===== src/rtl/cic_decimator_pkg.sv =====
// Shared CIC helpers: the bit-growth rule and the parameter legality check used at
// elaboration.
package cic_decimator_pkg;

    localparam int CIC_MAX_ORDER = 6;
    localparam int CIC_MAX_DIFF_DELAY = 2;

    // ceil(M*log2(D*R)) is evaluated as ceil(log2((D*R)^M)) to stay in integers.
    function automatic int cic_bit_growth(input int in_width, input int m, input int d,
                                          input int r);
        longint gain;
        int bits;
        gain = 1;
        bits = 0;
        for (int unsigned s = 0; s < m; s++) begin
            gain = gain * longint'(d * r);
        end
        while ((longint'(1) << bits) < gain) begin
            bits++;
        end
        return in_width + bits;
    endfunction

    function automatic bit cic_params_legal(input int m, input int d, input int r,
                                            input int in_width, input int out_width);
        return (m >= 1) && (m <= CIC_MAX_ORDER) &&
               (d >= 2) &&
               (r >= 1) && (r <= CIC_MAX_DIFF_DELAY) &&
               (in_width >= 1) && (out_width >= in_width);
    endfunction

endpackage


===== src/rtl/cic_comb_stage.sv =====
// One CIC comb section: output = input minus the input seen R decimated samples ago.
module cic_comb_stage
    import cic_decimator_pkg::*;
#(
    parameter int WIDTH = 16,
    parameter int R     = 1
) (
    input  logic                    clk,
    input  logic                    rst_n,
    input  logic                    en,
    input  logic signed [WIDTH-1:0] din,
    output logic signed [WIDTH-1:0] dout
);

    logic signed [WIDTH-1:0] dly [R];

    assign dout = din - dly[R-1];

    always_ff @(posedge clk) begin
        if (rst_n) begin
            for (int unsigned i = 0; i < R; i++) begin
                dly[i] <= '0;
            end
        end else if (en) begin
            dly[0] <= din;
            for (int unsigned i = 1; i < R; i++) begin
                dly[i] <= dly[i-1];
            end
        end
    end

endmodule


===== src/rtl/cic_decimator.sv =====
// CIC decimator: M pipelined integrators at the input rate, M combs at the decimated
// rate, registered output with a one-cycle clk_transfer strobe per decimated sample.
module cic_decimator
    import cic_decimator_pkg::*;
#(
    parameter int M         = 1,
    parameter int D         = 5,
    parameter int R         = 1,
    parameter int IN_WIDTH  = 12,
    parameter int OUT_WIDTH = 16
) (
    input  logic                        clk,
    input  logic                        rst_n,
    input  logic                        enabled,
    input  logic signed [IN_WIDTH-1:0]  x,
    output logic                        clk_transfer,
    output logic signed [OUT_WIDTH-1:0] y
);

    localparam int CNT_W = (D > 1) ? $clog2(D) : 1;
    localparam int REQ_W = cic_bit_growth(IN_WIDTH, M, D, R);

    if (!cic_params_legal(M, D, R, IN_WIDTH, OUT_WIDTH)) begin : g_illegal_params
        $fatal(1, "cic_decimator: illegal M/D/R/IN_WIDTH/OUT_WIDTH combination");
    end
    if (OUT_WIDTH < REQ_W) begin : g_width_too_small
        $fatal(1, "cic_decimator: OUT_WIDTH too small for the CIC bit growth");
    end

    logic signed [OUT_WIDTH-1:0] x_ext;
    logic signed [OUT_WIDTH-1:0] integ [M];
    logic        [CNT_W-1:0]     cnt;
    logic                        dec_pend;
    logic                        window_done;
    logic signed [OUT_WIDTH-1:0] comb_io [M+1];

    assign x_ext       = OUT_WIDTH'(x);
    assign window_done = enabled && (cnt == CNT_W'(D - 1));

    // Each integrator adds the pre-edge value of its predecessor, so the chain is
    // pipelined and adds M-1 input samples of latency in front of the CIC response.
    always_ff @(posedge clk) begin
        if (rst_n) begin
            for (int unsigned k = 0; k < M; k++) begin
                integ[k] <= '0;
            end
            cnt      <= '0;
            dec_pend <= 1'b0;
        end else begin
            dec_pend <= window_done;
            if (enabled) begin
                integ[0] <= integ[0] + x_ext;
                for (int unsigned k = 1; k < M; k++) begin
                    integ[k] <= integ[k] + integ[k-1];
                end
                cnt <= window_done ? '0 : cnt + CNT_W'(1);
            end
        end
    end

    assign comb_io[0] = integ[M-1];

    for (genvar k = 0; k < M; k++) begin : g_comb
        cic_comb_stage #(
            .WIDTH (OUT_WIDTH),
            .R     (R)
        ) u_comb (
            .clk   (clk),
            .rst_n (rst_n),
            .en    (dec_pend),
            .din   (comb_io[k]),
            .dout  (comb_io[k+1])
        );
    end

    always_ff @(posedge clk) begin
        if (rst_n) begin
            y            <= '0;
            clk_transfer <= 1'b0;
        end else begin
            clk_transfer <= dec_pend;
            if (dec_pend) begin
                y <= comb_io[M];
            end
        end
    end

endmodule


===== config.mk =====
export PLATFORM = sky130hd
export DESIGN_NAME = cic_decimator
export DESIGN_NICKNAME = d
export VERILOG_FILES = /design/src/rtl/cic_decimator_pkg.sv /design/src/rtl/cic_comb_stage.sv /design/src/rtl/cic_decimator.sv
export SDC_FILE = /design/constraint.sdc
export NUM_CORES = 1
export LEC_CHECK = 0
export ABC_AREA = 1
export BUFFER_PORTS_ARGS = -buffer_cell sky130_fd_sc_hd__buf_4
export CELL_PAD_IN_SITES_DETAIL_PLACEMENT = 0
export CELL_PAD_IN_SITES_GLOBAL_PLACEMENT = 1
export CORE_ASPECT_RATIO = 0.7
export CORE_MARGIN = 2
export CORE_UTILIZATION = 39
export DETAILED_ROUTE_END_ITERATION = 8
export GPL_TIMING_DRIVEN = 0
export PLACE_DENSITY_LB_ADDON = 0.1
export SYNTH_ARGS = -nofsm -noshare
export SYNTH_HDL_FRONTEND = slang
export SYNTH_SLANG_ARGS = --single-unit

===== constraint.sdc =====
create_clock -name clk -period 1.7 [get_ports clk]
set_input_delay 0.085 -clock clk [delete_from_list [all_inputs] [get_ports clk]]
set_output_delay 0.085 -clock clk [all_outputs]
set_load 0.05 [all_outputs]

==> qor_table.md, run 1 <==
| Metric | This run | Unit |
|---|---|---|
| Number of design rule violations left after detail routing | 0 | - |
| Vias/cell | 4.638 | - |
| Wire length per cell | 12.52 | um |
| Design Area, Final | 5019 | um^2 |
| Most frequent standard cell in the layout excluding fill and tap cells | sky130_fd_sc_hd__nand2_1 | - |
| Cell type of the slowest stage on the worst timing path | sky130_fd_sc_hd__edfxtp_1 | - |
| Detailed-route wire length | 8917 | um |
| Worst-path fanout max | 4 | - |
| Via count of the first global-routing pass | 2,996 | - |
| Routed via count | 3,302 | - |
| Crit-path leading delay family | simple AND/OR/NAND/NOR gates | - |
| Launching element of the worst setup path | integ[0][4] | - |
| Peak Freq | 551.0 | MHz |
| Reg2Reg Launch Point | integ[0][4] | - |
| Post-synthesis compound-gate area fraction | 7.819 | % |
| Number of buffers added by the clock tree synthesis step | 5 | - |
| Distinct cells, synth | 30 | - |
| Startpoint type of the worst setup path | register | - |
| Synth Register Bits | 53 | - |
| Antenna diodes | 0 | - |
| Ordered cell list for the critical path | ha_4 > nand2_2 > nand3b_1 > nand2_2 > nand3b_1 > a21oi_1 > nor2_1 | - |
| Number of antenna violations at the first check in global routing | 0 | - |
| Worst Setup End Kind | register | - |
| Cell at the root of the clock tree | sky130_fd_sc_hd__clkbuf_16 | - |
| Measured slew at the worst slew-check pin | 0.8405 | ns |
| RSZ-0062 raised after global routing | yes | - |
| Number of enable flip-flop cells after synthesis | 32 | - |
| Leakage power total | 2.420 | nW |
| TritonCTS clock tree | yes | - |
| Slew headroom | 43.83 | % |
| Count of max-cap constraint violations | 0 | - |
| HP Class | primary input to register | - |
| Share of layout cells above drive strength 1 | 32.14 | % |
| Area taken by multi-input logic gates | 2396 | um^2 |
| Fin nets | 636 | - |
| Period minus WS final | 1.815 | ns |
| Post-route clock skew | 0.008668 | ns |
| Outcome | complete, but fails checks | - |
| Synth async-reset ratio | 0 | % |
| First-pass GRT wire length | 14,510 | um |
| Top flip-flop cell by instance count after synthesis | sky130_fd_sc_hd__edfxtp_1 | - |
| Bufs on Longest Clock Path | 2 | - |
| Count of routing violations after the opening detailed-route iteration | 148 | - |
| Clock net sink count | 53 | - |
| Total number of placement rows | 29 | - |
| Width of the die | 119.6 | um |
| Slew Limit Fails | 0 | - |
| Post-synthesis xor/xnor area fraction | 0.7202 | % |
| Dominant combinational cell family by area after synthesis | simple AND/OR/NAND/NOR gates | - |
| Sequential cell area fraction in the yosys report | 37.86 | % |
| Start-to-end type of the worst setup path | register to register | - |
| Simple-gate area share of the yosys netlist | 30.38 | % |
| 1st-pass router iterations | 4 | - |
| HP Start | rst_n | - |
| Post-place setup slack | -0.2744 | ns |
| Height of the die | 84.93 | um |
| Initial core utilization | 40.22 | % |
| Overall Global Routing Usage | 17.95 | % |
| Final critical-path setup slack | -0.1148 | ns |
| Post-synthesis cell area | 3648 | um^2 |
| Final RePlAce weighted congestion | 0.8115 | - |
| Dpl cell area | 4039 | um^2 |
| Gate Count Post-Synth | 518 | - |
| Syn Area/Cell | 7.043 | um^2 |
| Mux cell area share after synthesis | 0 | % |
| Post-detailed-route count of antenna-violating nets | 0 | - |
| Area overhead of the layout relative to synthesis | 37.55 | % |
| CTS clk-pin slew, worst paths | 0.08 | ns |
| Maximum number of pins on one net before global-route repair | 19 | - |
| Commonest cells after routing, fill and taps aside | 136 x sky130_fd_sc_hd__nand2_1, 87 x sky130_fd_sc_hd__inv_1, 53 x sky130_fd_sc_hd__buf_4, 48 x sky130_fd_sc_hd__nor2_1, 32 x sky130_fd_sc_hd__edfxtp_1 | - |
| Fill cells | 895 | - |
| Total power density per cell area | 809.7 | nW/um^2 |
| Final worst path period share | 106.8 | % |
| Buffers & Inverters on Critical Path | 0 | - |
| Violations in the final reports | setup timing | - |
| Floorplan Core Area | 9071 | um^2 |
| Post-Route Setup TNS | -0.8277 | ns |
| Synthesized netlist net count | 567 | - |
| Port buffer count | 31 | - |
| Die area | 10,160 | um^2 |
| IO Pins | 32 | - |
| Warning count from the yosys run | 0 | - |
| Endpoint required time on the critical path | 1.75 | ns |
| Worst VDD drop | 0.5390 | mV |
| Remaining global-route overflow | 0 | - |
| Share of synthesized cell area in full adder, half adder and majority cells | 12.07 | % |
| Final setup vio count | 14 | - |
| Clock latency on the worst-skew pair | 0.30 | ns |
| Final Hold Violating Endpoints | 0 | - |
| Depth of the CTS H-tree | 2 | - |
| Register area | 1381 | um^2 |
| Largest incremental delay on the critical path | 0.51 | ns |
| Arrival @ worst endpoint | 1.87 | ns |
| Post-layout power | 0.004064 | W |
| Half-perimeter wire length after placement | 6428 | um |
[where the power goes]
group | internal (W) | switching [W]
Combinational | 0.000599 | 0.000782
Clock | 0.000699 | 0.000490
Sequential | 0.00143 | 0.0000667
Total | 0.00273 | 0.00134
[metrics by stage]
step           cells  util (%)  hold slack [ns]
2_1_floorplan    518         -           0.1574
3_3_place_gp     673     44.52           0.2945
3_5_place_dp     673     44.52           0.3027
4_1_cts          697     51.53          0.08659
5_1_grt          712     55.32           0.1021
6_report         712     55.32          0.09929
[layout make-up]
| cell class | count | area share, % |
|---|---|---|
| Buffer | 5 | 0.5485 |
| Clock buffer | 5 | 2.493 |
| Clock inverter | 3 | 0.8726 |
| Inverter | 102 | 7.804 |
| Multi-Input combinational cell | 358 | 47.74 |
| Sequential cell | 53 | 27.52 |
| Tap cell | 124 | 3.092 |
| Timing Repair Buffer | 62 | 9.923 |
[final timing paths]
check	to	cells after the start	slack, ns
worst max-delay path	integ[0][13]	7	-0.11
worst max register to register	integ[0][13]	7	-0.11
worst min register to register	y[12]	2	0.45
worst min-delay path	cnt[2]	4	0.1
[worst min-delay path: cells and delay by family]
family | cells | cell delay [ns]
buffers and inverters | 2 | 0.17
and+or+nand+nor | 2 | 0.10
[cell families after synthesis]
family,after synthesis
buffers and inverters,107
AO/OA/AOI/OAI,55
AND/OR/NAND/NOR,266
flip-flops,53
XOR/XNOR,3
adder cells (fa/ha/maj),34
[synth_stat cells, types with 2 or more instances]
cell                       count  area (um^2)
sky130_fd_sc_hd__fa_1          2        40.04
sky130_fd_sc_hd__nand3_1      25        125.1
sky130_fd_sc_hd__nor2_1       50        187.7
sky130_fd_sc_hd__inv_1        92        345.3
sky130_fd_sc_hd__a21oi_1      32        160.2
sky130_fd_sc_hd__buf_2         4        20.02
sky130_fd_sc_hd__nand2_1     168        630.6
sky130_fd_sc_hd__nand2_4       2        22.52
sky130_fd_sc_hd__nand3b_1      4        30.03
sky130_fd_sc_hd__edfxtp_1     32        960.9
sky130_fd_sc_hd__nand2_2       4        25.02
sky130_fd_sc_hd__ha_1         32        400.4
sky130_fd_sc_hd__nor3_1        4        20.02
sky130_fd_sc_hd__inv_2        10        37.54
sky130_fd_sc_hd__o21ai_1       4        20.02
sky130_fd_sc_hd__o21ai_0      15        75.07
sky130_fd_sc_hd__dfxtp_1      21        420.4
sky130_fd_sc_hd__nand3_2       2        20.02
sky130_fd_sc_hd__nor2_2        2        12.51
sky130_fd_sc_hd__xor2_1        2        17.52
sky130_fd_sc_hd__and2_1        2        12.51
[registers in the layout, indices dropped and copies added (netlist names)]
| signal | cells |
|---|---|
| g_comb.u_comb.dly | 16 |
| cnt | 3 |
| clk_transfer | 1 |
| y | 16 |
| dec_pend | 1 |
| integ | 16 |
[timing repair]
action / 4_1_cts / 5_1_grt
endpoints found under the hold margin: 1 / 0
resized for setup: 56 / 68
setup buffers: 15 / 15
pin swaps: 16 / 30
setup endpoints to repair: 36 / 40
hold buffers: 1 / 0
[metal layers]
metal  share of wire (%)  track usage, %
met1                  52           25.81
met3                 3.8           3.293
met5                   0               0
met2                  43           28.26
met4                0.40           3.850
No activity file was read; power rests on OpenSTA's default activity.
==> run 2, diff against run 1 <==
--- a/config.mk
+++ b/config.mk
@@ -6,7 +6,7 @@
 export NUM_CORES = 1
 export LEC_CHECK = 0
 export ABC_AREA = 1
-export BUFFER_PORTS_ARGS = -buffer_cell sky130_fd_sc_hd__buf_4
+export BUFFER_PORTS_ARGS = -buffer_cell sky130_fd_sc_hd__clkbuf_2
 export CELL_PAD_IN_SITES_DETAIL_PLACEMENT = 0
 export CELL_PAD_IN_SITES_GLOBAL_PLACEMENT = 1
 export CORE_ASPECT_RATIO = 0.7
@@ -14,7 +14,7 @@
 export CORE_UTILIZATION = 39
 export DETAILED_ROUTE_END_ITERATION = 8
 export GPL_TIMING_DRIVEN = 0
-export PLACE_DENSITY_LB_ADDON = 0.1
+export PLACE_DENSITY = 0.72
 export SYNTH_ARGS = -nofsm -noshare
 export SYNTH_HDL_FRONTEND = slang
 export SYNTH_SLANG_ARGS = --single-unit
==> qor_table.md, run 2 (synthesized netlist as in run 1, its figures left out) <==
| Metric | This run | Unit | vs previous |
|---|---|---|---|
| Core Util, Final | 54.43 | % | -0.90 points |
| HP Class | primary input to register | - |  |
| Cell at the root of the clock tree | sky130_fd_sc_hd__clkbuf_16 | - |  |
| Share of layout cells above drive strength 1 | 32.31 | % | +0.16 points |
| TritonCTS clock tree | yes | - |  |
| Total power density per cell area | 793.1 | nW/um^2 | -2.0% |
| Routed via count | 3,308 | - | +0.18% |
| Leakage power total | 2.363 | nW | -2.3% |
| Worst-path fanout max | 3 | - | -1 |
| Violations in the final reports | setup timing | - |  |
| Worst Setup End Kind | register | - |  |
| Final worst path period share | 108.4 | % | +1.6 points |
| Final Hold Violating Endpoints | 0 | - | unchanged |
| First-pass GRT wire length | 14,750 | um | +1.6% |
| Overall Global Routing Usage | 18.16 | % | +0.21 points |
| Vias/cell | 4.666 | - | +0.61% |
| Clock net sink count | 53 | - | unchanged |
| DP Cell Count | 673 | - | unchanged |
| Bufs on Longest Clock Path | 2 | - | unchanged |
| Final instance count without filler cells | 709 | - | -0.42% |
| Worst reg-to-reg path cell count | 8 | - | +1 |
| Slew Limit Fails | 0 | - | unchanged |
| Arrival @ worst endpoint | 1.90 | ns | +0.03 ns |
| Final RePlAce weighted congestion | 0.7864 | - | -3.1% |
| Destination of the worst register-to-register timing path | integ[0][4] | - |  |
| Clock latency on the worst-skew pair | 0.29 | ns | about the same |
| Regs by FF count | g_comb.u_comb.dly: 16 flops, integ: 16 flops, y: 16 flops | - |  |
| Wire length per cell | 12.70 | um | +1.4% |
| Final setup vio count | 15 | - | +1 |
| Total stage count of the critical path | 8 | - | +1 |
| Via count of the first global-routing pass | 3,081 | - | +2.8% |
| Half-perimeter wire length after placement | 6343 | um | -1.3% |
| Post-detailed-route count of antenna-violating nets | 0 | - | unchanged |
| Worst VDD drop | 0.3931 | mV | -27% |
| Peak Freq | 542.8 | MHz | -1.5% |
| Commonest cells after routing, fill and taps aside | 136 x sky130_fd_sc_hd__nand2_1, 87 x sky130_fd_sc_hd__inv_1, 43 x sky130_fd_sc_hd__nor2_1, 32 x sky130_fd_sc_hd__clkbuf_2, 32 x sky130_fd_sc_hd__edfxtp_1 | - |  |
| Ordered cell list for the critical path | ha_2 > fa_2 > nand3_2 > nand2_2 > buf_4 > buf_6 > o21ai_2 > a21oi_2 | - |  |
| Number of hold buffers added after cts | 0 | - | -1 |
| Floorplan Core Area | 9071 | um^2 | unchanged |
| Final critical-path setup slack | -0.1422 | ns | -0.02744 ns |
| Die area | 10,160 | um^2 | unchanged |
| Outcome | complete, but fails checks | - |  |
| Total number of placement rows | 29 | - | unchanged |
| IO Pins | 32 | - | unchanged |
| Worst setup slack for register-to-register paths | -0.14 | ns | -0.03 ns |
| Count of max-cap constraint violations | 0 | - | unchanged |
| Period minus WS final | 1.842 | ns | +0.02744 ns |
| Number of antenna violations at the first check in global routing | 0 | - | unchanged |
| Post-Route Setup TNS | -0.6029 | ns | +0.2249 ns |
| Measured slew at the worst slew-check pin | 0.8554 | ns | +0.01494 ns |
| Number of design rule violations left after detail routing | 0 | - | unchanged |
| Cell type of the slowest stage on the worst timing path | sky130_fd_sc_hd__edfxtp_1 | - |  |
| Reg2Reg Launch Point | integ[0][0] | - |  |
| Startpoint type of the worst setup path | register | - |  |
| Depth of the CTS H-tree | 2 | - | unchanged |
| CTS clk-pin slew, worst paths | 0.07 | ns | about the same |
| Largest incremental delay on the critical path | 0.40 | ns | -0.11 ns |
| RSZ-0062 raised after global routing | yes | - |  |
| Antenna diodes | 0 | - | unchanged |
| Detailed-route wire length | 9003 | um | +0.96% |
| Count of routing violations after the opening detailed-route iteration | 139 | - | -6.1% |
| Fin nets | 633 | - | -0.47% |
| Area overhead of the layout relative to synthesis | 35.32 | % |  |
| Post-route clock skew | 0.01023 | ns | +0.001566 ns |
| Port buffer count | 31 | - | unchanged |
| Number of buffers added by the clock tree synthesis step | 5 | - | unchanged |
| Height of the die | 84.93 | um | unchanged |
| Most frequent standard cell in the layout excluding fill and tap cells | sky130_fd_sc_hd__nand2_1 | - |  |
| Buffers & Inverters on Critical Path | 2 | - | +2 |
| Start-to-end type of the worst setup path | register to register | - |  |
| Initial core utilization | 40.22 | % | unchanged |
| Post-layout power | 0.003916 | W | -3.6% |
| 1st-pass router iterations | 4 | - | unchanged |
| Critical path destination | integ[0][4] | - |  |
| Endpoint required time on the critical path | 1.75 | ns | about the same |
| Crit-path leading delay family | adder cells | - |  |
| Width of the die | 119.6 | um | unchanged |
| Launching element of the worst setup path | integ[0][0] | - |  |
| Remaining global-route overflow | 0 | - | unchanged |
| Slew headroom | 42.83 | % | -1.0 points |
| Maximum number of pins on one net before global-route repair | 19 | - | unchanged |
[run 2: cell count changes in the layout (fill, tap and decap cells not counted), sizes merged]
cell and delta:
dlygate4sd3 -1, clkbuf +33, bufinv -1, inv -1
buf -33
[run 2: layer usage]
metal  GRT usage [%]  vias up  routed length (um)
li1                -     1752                   -
met1           25.75     1497                4654
met2           28.42       51                3909
met3           3.965        8                 358
met4           4.278        0                  81
met5               0        -                   0
[run 2: cell type report]
type / instances / area, um^2
fill: 899 / 4134
multi-input combinational: 358 / 2449
sequential: 53 / 1381
timing repair buffer: 59 / 395.4
inverter: 102 / 386.6
tap: 124 / 155.1
clock buffer: 7 / 136.4
buffer: 5 / 25.02
clock inverter: 1 / 8.758
[run 2: per-stage QoR]
step | hold slack [ns] | worst slack, ns | instance area [um^2]
2_1_floorplan | 0.1574 | 0.001837 | 3651
3_3_place_gp | 0.3332 | -0.2377 | 3961
3_5_place_dp | 0.3383 | -0.2740 | 3961
4_1_cts | 0.02808 | -0.08187 | 4597
5_1_grt | 0.06194 | -0.2244 | 4937
6_report | 0.05544 | -0.1422 | 4937
[run 2: how the worst min path moves through the flow]
stage / from / to / slack (ns) / cells after the start
floorplan: rst_n / dec_pend / 0.16 / 1
global route: rst_n / dec_pend / 0.06 / 2
finish: rst_n / dec_pend / 0.06 / 2
detailed placement: rst_n / dec_pend / 0.34 / 2
CTS: rst_n / dec_pend / 0.03 / 2
global placement: rst_n / dec_pend / 0.33 / 2
[run 2: timing repair]
| item | in CTS | in global routing |
|---|---|---|
| pin swaps | 10 | 24 |
| buffers inserted | 14 | 14 |
| resized for setup | 60 | 65 |
| endpoints found under the setup margin | 35 | 42 |
[run 2: where the power goes]
group / leakage [nW] / internal (W) / switching [W]
combinational: 1.78 / 0.000597 / 0.000795
sequential: 0.512 / 0.00143 / 0.0000604
clock: 0.0715 / 0.000568 / 0.000468
total: 2.36 / 0.00259 / 0.00132
==> run 3, diff against run 2 <==
--- a/config.mk
+++ b/config.mk
@@ -9,7 +9,6 @@
 export BUFFER_PORTS_ARGS = -buffer_cell sky130_fd_sc_hd__clkbuf_2
 export CELL_PAD_IN_SITES_DETAIL_PLACEMENT = 0
 export CELL_PAD_IN_SITES_GLOBAL_PLACEMENT = 1
-export CORE_ASPECT_RATIO = 0.7
 export CORE_MARGIN = 2
 export CORE_UTILIZATION = 39
 export DETAILED_ROUTE_END_ITERATION = 8
==> qor_table.md, run 3 (synthesized netlist as in run 1, its figures left out) <==
| Metric | This run | Unit | vs previous |
|---|---|---|---|
| Ordered cell list for the critical path | ha_2 > fa_2 > nand3_2 > nand2_4 > nand2_2 > nand2_2 > nand2_2 > nand2_1 > nand2_1 > a21oi_2 | - |  |
| Vias/cell | 4.684 | - | +0.39% |
| IO Pins | 32 | - | unchanged |
| Largest incremental delay on the critical path | 0.41 | ns | about the same |
| Slew headroom | 41.52 | % | -1.3 points |
| Wire length per cell | 12.28 | um | -3.3% |
| Width of the die | 100.7 | um | -16% |
| Total stage count of the critical path | 10 | - | +2 |
| Depth of the CTS H-tree | 2 | - | unchanged |
| Final RePlAce weighted congestion | 0.7867 | - | about the same |
| Total number of placement rows | 35 | - | +21% |
| Outcome | complete, but fails checks | - |  |
| Worst-path fanout max | 4 | - | +1 |
| Final instance count without filler cells | 687 | - | -3.1% |
| HP Class | primary input to register | - |  |
| 1st-pass router iterations | 4 | - | unchanged |
| Clock net sink count | 53 | - | unchanged |
| Bufs on Longest Clock Path | 2 | - | unchanged |
| Maximum number of pins on one net before global-route repair | 19 | - | unchanged |
| Area overhead of the layout relative to synthesis | 29.66 | % |  |
| Commonest cells after routing, fill and taps aside | 138 x sky130_fd_sc_hd__nand2_1, 88 x sky130_fd_sc_hd__inv_1, 46 x sky130_fd_sc_hd__nor2_1, 32 x sky130_fd_sc_hd__clkbuf_2, 32 x sky130_fd_sc_hd__edfxtp_1 | - |  |
| Sum of met3 wire segment lengths after detailed routing | 200 | um | -44% |
| Period minus WS final | 1.827 | ns | -0.01521 ns |
| Arrival @ worst endpoint | 1.91 | ns | about the same |
| Post-detailed-route count of antenna-violating nets | 0 | - | unchanged |
| Final setup vio count | 10 | - | -5 |
| Crit-path leading delay family | adder cells | - |  |
| Final worst path period share | 107.5 | % | -0.89 points |
| Startpoint type of the worst setup path | register | - |  |
| Post-place setup slack | -0.2644 | ns | +0.009573 ns |
| Share of layout cells above drive strength 1 | 29.34 | % | -3.0 points |
| Leakage power total | 2.294 | nW | -2.9% |
| Overall Global Routing Usage | 17.49 | % | -0.67 points |
| Violations in the final reports | setup timing | - |  |
| Count of routing violations after the opening detailed-route iteration | 67 | - | -52% |
| Slew Limit Fails | 0 | - | unchanged |
| Number of buffers added by the clock tree synthesis step | 5 | - | unchanged |
| Cell type of the slowest stage on the worst timing path | sky130_fd_sc_hd__edfxtp_1 | - |  |
| Detailed-route wire length | 8434 | um | -6.3% |
| Most frequent standard cell in the layout excluding fill and tap cells | sky130_fd_sc_hd__nand2_1 | - |  |
| Number of design rule violations left after detail routing | 0 | - | unchanged |
| Count of max-cap constraint violations | 0 | - | unchanged |
| Total power density per cell area | 773.8 | nW/um^2 | -2.4% |
| Peak Freq | 547.3 | MHz | +0.83% |
| Die area | 10,140 | um^2 | -0.13% |
| Most used cell, CP | sky130_fd_sc_hd__nand2_2 | - |  |
| Design Area, Final | 4731 | um^2 | -4.2% |
| Met1 wire length | 4005 | um | -14% |
| Worst VDD drop | 0.4187 | mV | +6.5% |
| Worst reg-to-reg path cell count | 10 | - | +2 |
| CTS clk-pin slew, worst paths | 0.11 | ns | +0.04 ns |
| Post-route clock skew | 0.01594 | ns | +0.005703 ns |
| Antenna diodes | 0 | - | unchanged |
| Number of antenna violations at the first check in global routing | 0 | - | unchanged |
| TritonCTS clock tree | yes | - |  |
| Dpl cell area | 3945 | um^2 | -0.41% |
| Via count of the first global-routing pass | 3,106 | - | +0.81% |
| Fin nets | 624 | - | -1.4% |
| Measured slew at the worst slew-check pin | 0.8751 | ns | +0.01968 ns |
| Buffers & Inverters on Critical Path | 0 | - | -2 |
| Start-to-end type of the worst setup path | register to register | - |  |
| Core Util, Final | 51.69 | % | -2.7 points |
| DP Cell Count | 660 | - | -1.9% |
| Endpoint required time on the critical path | 1.79 | ns | +0.04 ns |
| Half-perimeter wire length after placement | 6089 | um | -4.0% |
| Routed via count | 3,218 | - | -2.7% |
| Amount of wire on met2 after detailed routing | 4070 | um | +4.1% |
| Worst Setup End Kind | register | - |  |
| RSZ-0062 raised after global routing | yes | - |  |
| Top sig layer | met4 | - |  |
| Floorplan Core Area | 9153 | um^2 | +0.90% |
| Port buffer count | 31 | - | unchanged |
| Height of the die | 100.7 | um | +19% |
| Initial core utilization | 39.86 | % | -0.36 points |
| Remaining global-route overflow | 0 | - | unchanged |
| Final Hold Violating Endpoints | 0 | - | unchanged |
| Post-Route Setup TNS | -0.5979 | ns | +0.004969 ns |
| First-pass GRT wire length | 13,900 | um | -5.7% |
| Regs by FF count | g_comb.u_comb.dly: 16 flops, integ: 16 flops, y: 16 flops | - |  |
| Cell at the root of the clock tree | sky130_fd_sc_hd__clkbuf_8 | - |  |
| Hold Crit Depth | 3 | - | +1 |
| Clock latency on the worst-skew pair | 0.32 | ns | +0.03 ns |
| Final critical-path setup slack | -0.1270 | ns | +0.01521 ns |
[run 3: worst register-to-register path, stage by stage (launching register included)]
cell and delay (ns):
sky130_fd_sc_hd__edfxtp_1 0.41, sky130_fd_sc_hd__ha_2 0.22, sky130_fd_sc_hd__fa_2 0.40, sky130_fd_sc_hd__nand3_2 0.09, sky130_fd_sc_hd__nand2_4 0.08, sky130_fd_sc_hd__nand2_2 0.09, sky130_fd_sc_hd__nand2_2 0.07, sky130_fd_sc_hd__nand2_2 0.07
sky130_fd_sc_hd__nand2_1 0.05, sky130_fd_sc_hd__nand2_1 0.07, sky130_fd_sc_hd__a21oi_2 0.05
[run 3: what timing repair did]
action                                 in CTS  in global routing
resized for setup                          47                 57
setup buffers                              11                  7
pin swaps                                  12                 10
hold buffers                                1                  0
setup endpoints to repair                  33                 38
endpoints found under the hold margin       1                  0
[run 3: where the power goes]
group / internal (W) / switching [W] / total, W
registers: 0.00143 / 0.0000652 / 0.00149
logic: 0.000527 / 0.000734 / 0.00126
clock network: 0.000446 / 0.000460 / 0.000906
[run 3: layout make-up]
| class | count | area (um^2) |
|---|---|---|
| Buffer | 5 | 25.02 |
| Clock buffer | 6 | 72.57 |
| Clock inverter | 2 | 38.79 |
| Fill cell | 905 | 4422 |
| Inverter | 102 | 386.6 |
| Multi-Input combinational cell | 358 | 2376 |
| Sequential cell | 53 | 1381 |
| Tap cell | 111 | 138.9 |
| Timing Repair Buffer | 50 | 311.5 |
[run 3: worst paths after layout]
path / startpoint / end / slack [ns]
hold reg to reg: y[7] / y[7] / 0.45
setup reg to reg: integ[0][0] / integ[0][12] / -0.13
hold / removal: enabled / dec_pend / 0.05
setup / recovery: integ[0][0] / integ[0][12] / -0.13
[run 3: layer usage]
metal,vias to the layer above,track usage [%]
met4,0,5.796
met2,34,31.28
met1,1448,21.22
met5,-,0
li1,1728,-
met3,8,2.913
[run 3: stage by stage]
stage,hold WS (ns),power [W]
2_1_floorplan,0.1574,0.002214
3_3_place_gp,0.3194,0.002415
3_5_place_dp,0.3218,0.002428
4_1_cts,0.04709,0.003533
5_1_grt,0.07989,0.003923
6_report,0.05124,0.003661
